File: config.mk
export PLATFORM = sky130hd
export DESIGN_NAME = game_state_ctrl_flat
export DESIGN_NICKNAME = d
export VERILOG_FILES = /design/src/rtl/flappy_pkg.sv /design/src/rtl/game_state_ctrl_if.sv /design/src/rtl/bcd_counter4.sv /design/src/rtl/game_state_ctrl.sv /design/src/flat_wrapper.sv
export SDC_FILE = /design/constraint.sdc
export NUM_CORES = 1
export LEC_CHECK = 0
export ABC_AREA = 1
export CAP_MARGIN = 20
export CELL_PAD_IN_SITES_DETAIL_PLACEMENT = 0
export CELL_PAD_IN_SITES_GLOBAL_PLACEMENT = 1
export CORE_AREA = 2 2 110 80
export CTS_BUF_LIST = sky130_fd_sc_hd__clkbuf_4
export DETAILED_ROUTE_END_ITERATION = 12
export DIE_AREA = 0 0 112 82
export PLACE_DENSITY_LB_ADDON = 0.1
export SYNTH_ARGS = -nofsm -noshare
export SYNTH_HDL_FRONTEND = slang
export SYNTH_SLANG_ARGS = --single-unit
File: constraint.sdc
create_clock -name clk -period 2.4 [get_ports clk]
set_input_delay 0.48 -clock clk [delete_from_list [all_inputs] [get_ports clk]]
set_output_delay 0.48 -clock clk [all_outputs]
set_load 0.05 [all_outputs]
File: src/rtl/flappy_pkg.sv
// Purpose: shared types, bounds and the BCD increment helper for the game sequencer.
// Latency: n/a (declarations only).
// Backpressure: n/a.
package flappy_pkg;

  typedef enum logic [1:0] {
    ST_IDLE      = 2'd0,
    ST_RUN       = 2'd1,
    ST_DYING     = 2'd2,
    ST_GAME_OVER = 2'd3
  } state_t;

  localparam logic [15:0] BCD_MAX          = 16'h9999;
  localparam logic [9:0]  CEIL_Y_DEF       = 10'd35;
  localparam logic [9:0]  FLOOR_Y_DEF      = 10'd500;
  localparam logic [7:0]  DEATH_FRAMES_DEF = 8'd60;

  // Adds one to a 4-digit BCD value; a digit at 9 wraps to 0 and carries on.
  function automatic logic [15:0] bcd_inc(input logic [15:0] v);
    logic [15:0] r;
    logic        carry;
    r     = v;
    carry = 1'b1;
    for (int i = 0; i < 4; i++) begin
      if (carry) begin
        if (v[i*4 +: 4] == 4'd9) begin
          r[i*4 +: 4] = 4'd0;
        end else begin
          r[i*4 +: 4] = v[i*4 +: 4] + 4'd1;
          carry       = 1'b0;
        end
      end
    end
    return r;
  endfunction

endpackage

File: src/rtl/game_state_ctrl_if.sv
// Purpose: groups the datapath-facing signals of the game sequencer.
// Latency: n/a (wiring only).
// Backpressure: none; all signals are level/pulse qualified, no handshake.
// Ports: master = pixel/physics datapath side (drives buttons, frame timing,
//        pixel flags, bird_y); slave = game_state_ctrl (drives enables, state, scores).
interface game_state_ctrl_if;
  logic        start_button;
  logic        flap_button;
  logic        frame_tick;
  logic        bright;
  logic        bird_px;
  logic        pipe_px;
  logic        pipe_passed;
  logic [9:0]  bird_y;
  logic        pipe_run_en;
  logic        physics_en;
  logic        physics_clr;
  logic        flap_pulse;
  logic [1:0]  state;
  logic [15:0] score;
  logic [15:0] high_score;

  modport master (
    output start_button, flap_button, frame_tick, bright, bird_px, pipe_px,
           pipe_passed, bird_y,
    input  pipe_run_en, physics_en, physics_clr, flap_pulse, state, score, high_score
  );

  modport slave (
    input  start_button, flap_button, frame_tick, bright, bird_px, pipe_px,
           pipe_passed, bird_y,
    output pipe_run_en, physics_en, physics_clr, flap_pulse, state, score, high_score
  );
endinterface

File: src/rtl/bcd_counter4.sv
// Purpose: 4-digit BCD counter with synchronous clear and saturation at 9999.
// Latency: count updates on the clk edge that samples inc/clr; full carry in one cycle.
// Backpressure: none; inc at 9999 is silently absorbed.
// Ports: clk, reset_n (async active-low), clr (priority over inc), inc, count[15:0].
module bcd_counter4
  import flappy_pkg::*;
(
  input  logic        clk,
  input  logic        reset_n,
  input  logic        clr,
  input  logic        inc,
  output logic [15:0] count
);

  always_ff @(posedge clk or negedge reset_n) begin
    if (!reset_n) begin
      count <= '0;
    end else if (clr) begin
      count <= '0;
    end else if (inc && (count != BCD_MAX)) begin
      count <= bcd_inc(count);
    end
  end

endmodule

File: src/rtl/game_state_ctrl.sv
// Purpose: Flappy Bird game sequencer: button sync, collision latch, IDLE/RUN/DYING/GAME_OVER FSM, scores.
// Latency: button edge acts 3 clk after the pin rises; enables follow the state register by 1 clk.
// Backpressure: none; pulses arriving in states that ignore them are dropped.
// Ports: clk, reset_n (async active-low), bus (slave side of game_state_ctrl_if).
module game_state_ctrl
  import flappy_pkg::*;
#(
  parameter logic [9:0] CEIL_Y       = CEIL_Y_DEF,
  parameter logic [9:0] FLOOR_Y      = FLOOR_Y_DEF,
  parameter logic [7:0] DEATH_FRAMES = DEATH_FRAMES_DEF
) (
  input logic               clk,
  input logic               reset_n,
  game_state_ctrl_if.slave  bus
);

  // Two flops for metastability, a third holds the previous synchronised level.
  logic start_s1, start_s2, start_s3;
  logic flap_s1, flap_s2, flap_s3;
  logic start_edge, flap_edge;

  always_ff @(posedge clk or negedge reset_n) begin
    if (!reset_n) begin
      start_s1 <= 1'b0;
      start_s2 <= 1'b0;
      start_s3 <= 1'b0;
      flap_s1  <= 1'b0;
      flap_s2  <= 1'b0;
      flap_s3  <= 1'b0;
    end else begin
      start_s1 <= bus.start_button;
      start_s2 <= start_s1;
      start_s3 <= start_s2;
      flap_s1  <= bus.flap_button;
      flap_s2  <= flap_s1;
      flap_s3  <= flap_s2;
    end
  end

  assign start_edge = start_s2 & ~start_s3;
  assign flap_edge  = flap_s2 & ~flap_s3;

  // Collision latch: the frame_tick consumes the old value, while a new
  // overlap on that same cycle is kept for the following frame.
  logic hit_latch, hit_set, edge_hit, die_now;

  assign hit_set  = bus.bright & bus.bird_px & bus.pipe_px;
  assign edge_hit = (bus.bird_y <= CEIL_Y) | (bus.bird_y >= FLOOR_Y);
  assign die_now  = bus.frame_tick & (hit_latch | edge_hit);

  always_ff @(posedge clk or negedge reset_n) begin
    if (!reset_n) begin
      hit_latch <= 1'b0;
    end else if (hit_set) begin
      hit_latch <= 1'b1;
    end else if (bus.frame_tick) begin
      hit_latch <= 1'b0;
    end
  end

  state_t      state_q;
  logic [7:0]  death_cnt;
  logic [15:0] high_q;
  logic [15:0] score;
  logic        pipe_run_en_q, physics_en_q, physics_clr_q;
  logic        score_clr, score_inc;

  // Score clears on RUN entry; death on the same cycle as a pipe pass drops the pass.
  assign score_clr = (state_q == ST_IDLE) & (start_edge | flap_edge);
  assign score_inc = (state_q == ST_RUN) & bus.pipe_passed & ~die_now;

  bcd_counter4 u_score (
    .clk     (clk),
    .reset_n (reset_n),
    .clr     (score_clr),
    .inc     (score_inc),
    .count   (score)
  );

  always_ff @(posedge clk or negedge reset_n) begin
    if (!reset_n) begin
      state_q       <= ST_IDLE;
      death_cnt     <= '0;
      high_q        <= '0;
      pipe_run_en_q <= 1'b0;
      physics_en_q  <= 1'b0;
      physics_clr_q <= 1'b0;
    end else begin
      // Enables are derived from the state held before this edge.
      pipe_run_en_q <= (state_q == ST_RUN);
      physics_en_q  <= (state_q == ST_RUN) | (state_q == ST_DYING);
      physics_clr_q <= 1'b0;
      case (state_q)
        ST_IDLE: begin
          if (start_edge | flap_edge) begin
            state_q       <= ST_RUN;
            physics_clr_q <= 1'b1;
          end
        end
        ST_RUN: begin
          if (die_now) begin
            state_q   <= ST_DYING;
            death_cnt <= '0;
            if (score > high_q) high_q <= score;
          end
        end
        ST_DYING: begin
          if (bus.frame_tick) begin
            if (death_cnt == DEATH_FRAMES - 8'd1) state_q <= ST_GAME_OVER;
            death_cnt <= death_cnt + 8'd1;
          end
        end
        ST_GAME_OVER: begin
          if (start_edge) begin
            state_q       <= ST_IDLE;
            physics_clr_q <= 1'b1;
          end
        end
        default: state_q <= ST_IDLE;
      endcase
    end
  end

  assign bus.pipe_run_en = pipe_run_en_q;
  assign bus.physics_en  = physics_en_q;
  assign bus.physics_clr = physics_clr_q;
  assign bus.flap_pulse  = flap_edge & (state_q == ST_RUN);
  assign bus.state       = state_q;
  assign bus.score       = score;
  assign bus.high_score  = high_q;

endmodule

File: src/flat_wrapper.sv
// flat-port wrapper written by rule: the top's interface ports become plain ports
module game_state_ctrl_flat import flappy_pkg::*;
#(
  parameter logic [9:0] CEIL_Y       = CEIL_Y_DEF,
  parameter logic [9:0] FLOOR_Y      = FLOOR_Y_DEF,
  parameter logic [7:0] DEATH_FRAMES = DEATH_FRAMES_DEF
)
  (clk, reset_n, bus_start_button, bus_flap_button, bus_frame_tick, bus_bright, bus_bird_px, bus_pipe_px, bus_pipe_passed, bus_bird_y, bus_pipe_run_en, bus_physics_en, bus_physics_clr, bus_flap_pulse, bus_state, bus_score, bus_high_score);
  game_state_ctrl_if bus_i ();
  input logic clk;
  input logic reset_n;
  input wire logic [$bits(bus_i.start_button)-1:0] bus_start_button;
  input wire logic [$bits(bus_i.flap_button)-1:0] bus_flap_button;
  input wire logic [$bits(bus_i.frame_tick)-1:0] bus_frame_tick;
  input wire logic [$bits(bus_i.bright)-1:0] bus_bright;
  input wire logic [$bits(bus_i.bird_px)-1:0] bus_bird_px;
  input wire logic [$bits(bus_i.pipe_px)-1:0] bus_pipe_px;
  input wire logic [$bits(bus_i.pipe_passed)-1:0] bus_pipe_passed;
  input wire logic [$bits(bus_i.bird_y)-1:0] bus_bird_y;
  output wire logic [$bits(bus_i.pipe_run_en)-1:0] bus_pipe_run_en;
  output wire logic [$bits(bus_i.physics_en)-1:0] bus_physics_en;
  output wire logic [$bits(bus_i.physics_clr)-1:0] bus_physics_clr;
  output wire logic [$bits(bus_i.flap_pulse)-1:0] bus_flap_pulse;
  output wire logic [$bits(bus_i.state)-1:0] bus_state;
  output wire logic [$bits(bus_i.score)-1:0] bus_score;
  output wire logic [$bits(bus_i.high_score)-1:0] bus_high_score;
  assign bus_i.start_button = bus_start_button;
  assign bus_i.flap_button = bus_flap_button;
  assign bus_i.frame_tick = bus_frame_tick;
  assign bus_i.bright = bus_bright;
  assign bus_i.bird_px = bus_bird_px;
  assign bus_i.pipe_px = bus_pipe_px;
  assign bus_i.pipe_passed = bus_pipe_passed;
  assign bus_i.bird_y = bus_bird_y;
  assign bus_pipe_run_en = bus_i.pipe_run_en;
  assign bus_physics_en = bus_i.physics_en;
  assign bus_physics_clr = bus_i.physics_clr;
  assign bus_flap_pulse = bus_i.flap_pulse;
  assign bus_state = bus_i.state;
  assign bus_score = bus_i.score;
  assign bus_high_score = bus_i.high_score;
  game_state_ctrl #(.CEIL_Y(CEIL_Y), .FLOOR_Y(FLOOR_Y), .DEATH_FRAMES(DEATH_FRAMES)) u_core (.clk(clk), .reset_n(reset_n), .bus(bus_i));
endmodule
==> flow_summary.yaml <==
clocking:
  worstSkewPairLatency_ns: 0.38
  cts_resized: 0
  cts_setup_buffers: 0
  cts_tree: "done"
  cts_buffers: 5
  clk_pin_slew_ns: 0.15
  clockBufferDepth: 2
  cts_max_level: 2
  clkSinkCount: 52
  clockRootBuffer: "clkbuf_4"
  cts_hold_buf: 0
min_path:
  worstHoldPathType: "in2async"
route:
  drc_errors: 0
  routed_via_density: 4.71
  drt-total-wl_mm: 7.48
  vias: 2713
  dr.pass1.iters: 4
  avgRoutedWirePerCell_um: 13.0
  first_iter_violations: 164
  ant_nets: 0
grt:
  first_global_vias: 2477
  grt_pass1_wl_mm: 12.4
  grt_max_degree: 53
  antenna_found_initial: 0
  grt_util_all_layers: 0.170
  grt_overflow: 0
setup_path:
  r2r_cells: 10
  end_kind: "output port"
  critPathKind: "reg2out"
  path_buf_inv: 2
  max_stage_delay_ns: 0.80
  r2r_start: "u_core.u_score.count[1]"
  startpoint: "u_core.u_score.count[8]"
  worstPathCellList: "buf_4, clkdlybuf4s50_1"
  cp.required_ns: 1.92
  critPathSlowestCell: "clkdlybuf4s50_1"
  cp_max_fo: 7
  cp_num_cells: 2
  start_kind: "flip-flop"
  arrival_ns: 1.81
  cp_top_family: "buffers and inverters"
finish:
  final_layout_size_suffix_gt1_frac: 0.0955
  nets: 511
  layoutNonFillerInstCount: 576
  n_antenna_cell: 0
  final.fill_count: 851
  final_util: 0.477
  area_growth_pct: 27.2
synth:
  synth-seq-area-share: 0.423
  synthCells: 398
  synth-seq-cells: 52
  synth_cell_types: 28
  post-synth-top-area-cell: "dfrtp_1"
  ys_warn_count: 0
  synth_fp_nets: 439
  syn-cell-area_um2: 3070
  synth_area_leaders: "dfrtp_1 (42%), nand2_1 (14%), ha_1 (9.0%), nand3_1 (8.3%), inv_1 (6.3%)"
  avgSynthCellArea_um2: 7.72
  netlist.area_leader.share: 0.423
timing:
  final.min_clock_period_ns: 2.29
  fin_crit_sh: 0.955
  tightest_slew_ns: 0.698
  clock_skew_ns: 0.0108
  finalMaxSlewViolations: 0
  slew_headroom: 0.534
  fmax_ghz: 0.436
  hold_viol: 0
  grt_setup_unrepaired: "false"
  finalSetupViolations: 0
  setup_tns_ns: 0
place:
  dpl.cell_count: 568
  globalplace.congestion: 0.778
  numPortBuffers: 54
  dpl.hpwl_mm: 5.61
power_and_ir_drop:
  switchingPower_uw: 1880
  cellInternalPower_uw: 1910
  power_frac_comb: 0.555
  power.density_nw_per_um2: 969
  leakagePower_uw: 0.00198
  clkPwrFrac: 0.137
  swShare: 0.495
  ir_worst_vdd_mv: 0.720
  seqPwrFrac: 0.307
die:
  row_count: 28
  core_um2: 8200
  die_w_um: 112
  die_area_um2: 9180
  initial_core_util: 0.375
  io_pins: 57
  die_h_um: 82
outcome:
  outcome: "finished, final reports clean"
job:
  drv_cap: 0
-- stage by stage --
stage               total power (uW)  area [um^2]  hold WS (ns)  setup WS [ns]
floorplan                       2590         3070         0.184          0.134
global placement                3290         3830         0.335          0.169
detailed placement              3300         3830         0.336          0.165
CTS                             3840         3910         0.239         0.0697
global route                    4100         3910         0.243         0.0114
finish                          3790         3910         0.211          0.108
-- cells by family (layout without fill, tap and decap cells) --
| logic type | after synthesis | count (layout) | share of synthesized area |
|---|---|---|---|
| xor+xnor | 7 | 7 | 0.0199 |
| simple gates | 218 | 218 | 0.317 |
| buf+inv | 62 | 135 | 0.0851 |
| fa+ha+maj | 22 | 22 | 0.0895 |
| compound gates | 37 | 37 | 0.0647 |
| flops | 52 | 52 | 0.423 |
-- metal layers --
metal / track usage / wire [um] / vias to the layer above
met4: 0.0329 / 29 / 0
met2: 0.244 / 2950 / 61
met5: 0 / 0 / -
li1: - / - / 1424
met3: 0.0369 / 471 / 2
met1: 0.261 / 4030 / 1226
-- placed cells by master (no fill, tap or decap) --
cell type / netlist / layout
a211oi_1: 2 / 2
nand2_2: 2 / 2
o22ai_1: 1 / 1
buf_2: 2 / 1
xor2_1: 7 / 7
nor3_1: 2 / 2
inv_1: 52 / 52
o21ai_2: 1 / 1
clkbuf_4: 0 / 6
bufinv_16: 0 / 1
nand4_1: 7 / 7
and2_1: 1 / 1
nor3_4: 1 / 1
nand2_1: 114 / 114
nor2_2: 4 / 4
nor3b_1: 1 / 1
nand3_1: 51 / 51
nand3_2: 4 / 4
ha_1: 22 / 22
inv_2: 3 / 3
o41ai_1: 1 / 1
dfrtp_1: 52 / 52
nor2_1: 29 / 29
o21ai_1: 2 / 2
nand2_4: 2 / 2
o21ai_0: 15 / 15
clkdlybuf4s50_1: 0 / 52
a21oi_1: 15 / 15
buf_12: 0 / 1
clkinv_2: 0 / 1
buf_4: 1 / 18
-- cell type report --
type,instances,area [um^2],area share
Clock inverter,2,35.0,0.00896
Tap cell,105,131,0.0336
Sequential cell,52,1300,0.333
Clock buffer,6,45.0,0.0115
Inverter,55,206,0.0528
Multi-Input combinational cell,284,1510,0.386
Timing Repair Buffer,72,681,0.174
-- power by group through the flow --
stage                     combinational (uW)  sequential, uW  clock (uW)
after floorplan                          973            1620           0
after global placement                  2110            1180           0
after detailed placement                2120            1180           0
after CTS                               2130            1170         546
after global routing                    2330            1190         577
final                                   2110            1160         521
-- synthesized netlist by cell type --
| cell type | n |
|---|---|
| a211oi_1 | 2 |
| a21oi_1 | 15 |
| and2_1 | 1 |
| buf_2 | 2 |
| buf_4 | 1 |
| buf_6 | 3 |
| clkbuf_1 | 1 |
| dfrtp_1 | 52 |
| ha_1 | 22 |
| inv_1 | 52 |
| inv_2 | 3 |
| nand2_1 | 114 |
| nand2_2 | 2 |
| nand2_4 | 2 |
| nand3_1 | 51 |
| nand3_2 | 4 |
| nand4_1 | 7 |
| nor2_1 | 29 |
| nor2_2 | 4 |
| nor3_1 | 2 |
| nor3_4 | 1 |
| nor3b_1 | 1 |
| o21ai_0 | 15 |
| o21ai_1 | 2 |
| o21ai_2 | 1 |
| o22ai_1 | 1 |
| o41ai_1 | 1 |
| xor2_1 | 7 |
-- final timing paths --
path / endpoint / slack [ns]
worst min-delay path: u_core.death_cnt[5] / 0.21
worst max-delay path: bus_score[8] / 0.11
max in group asynchronous: u_core.flap_s3 / 1.72
worst max register to register: u_core.bus.high_score[11] / 0.34
worst min register to register: u_core.start_s2 / 0.37
min in group clk: u_core.start_s2 / 0.37
-- state kept, by name (all words and copies together) (netlist names) --
name / cells
u_core.flap_s2: 1
u_core.bus.physics_en: 1
u_core.start_s3: 1
u_core.hit_latch: 1
u_core.bus.pipe_run_en: 1
u_core.death_cnt: 8
u_core.flap_s3: 1
u_core.start_s2: 1
u_core.flap_s1: 1
u_core.u_score.count: 16
u_core.bus.state: 2
u_core.bus.physics_clr: 1
u_core.start_s1: 1
u_core.bus.high_score: 16
Note: power is estimated with default switching activity, not from simulation.
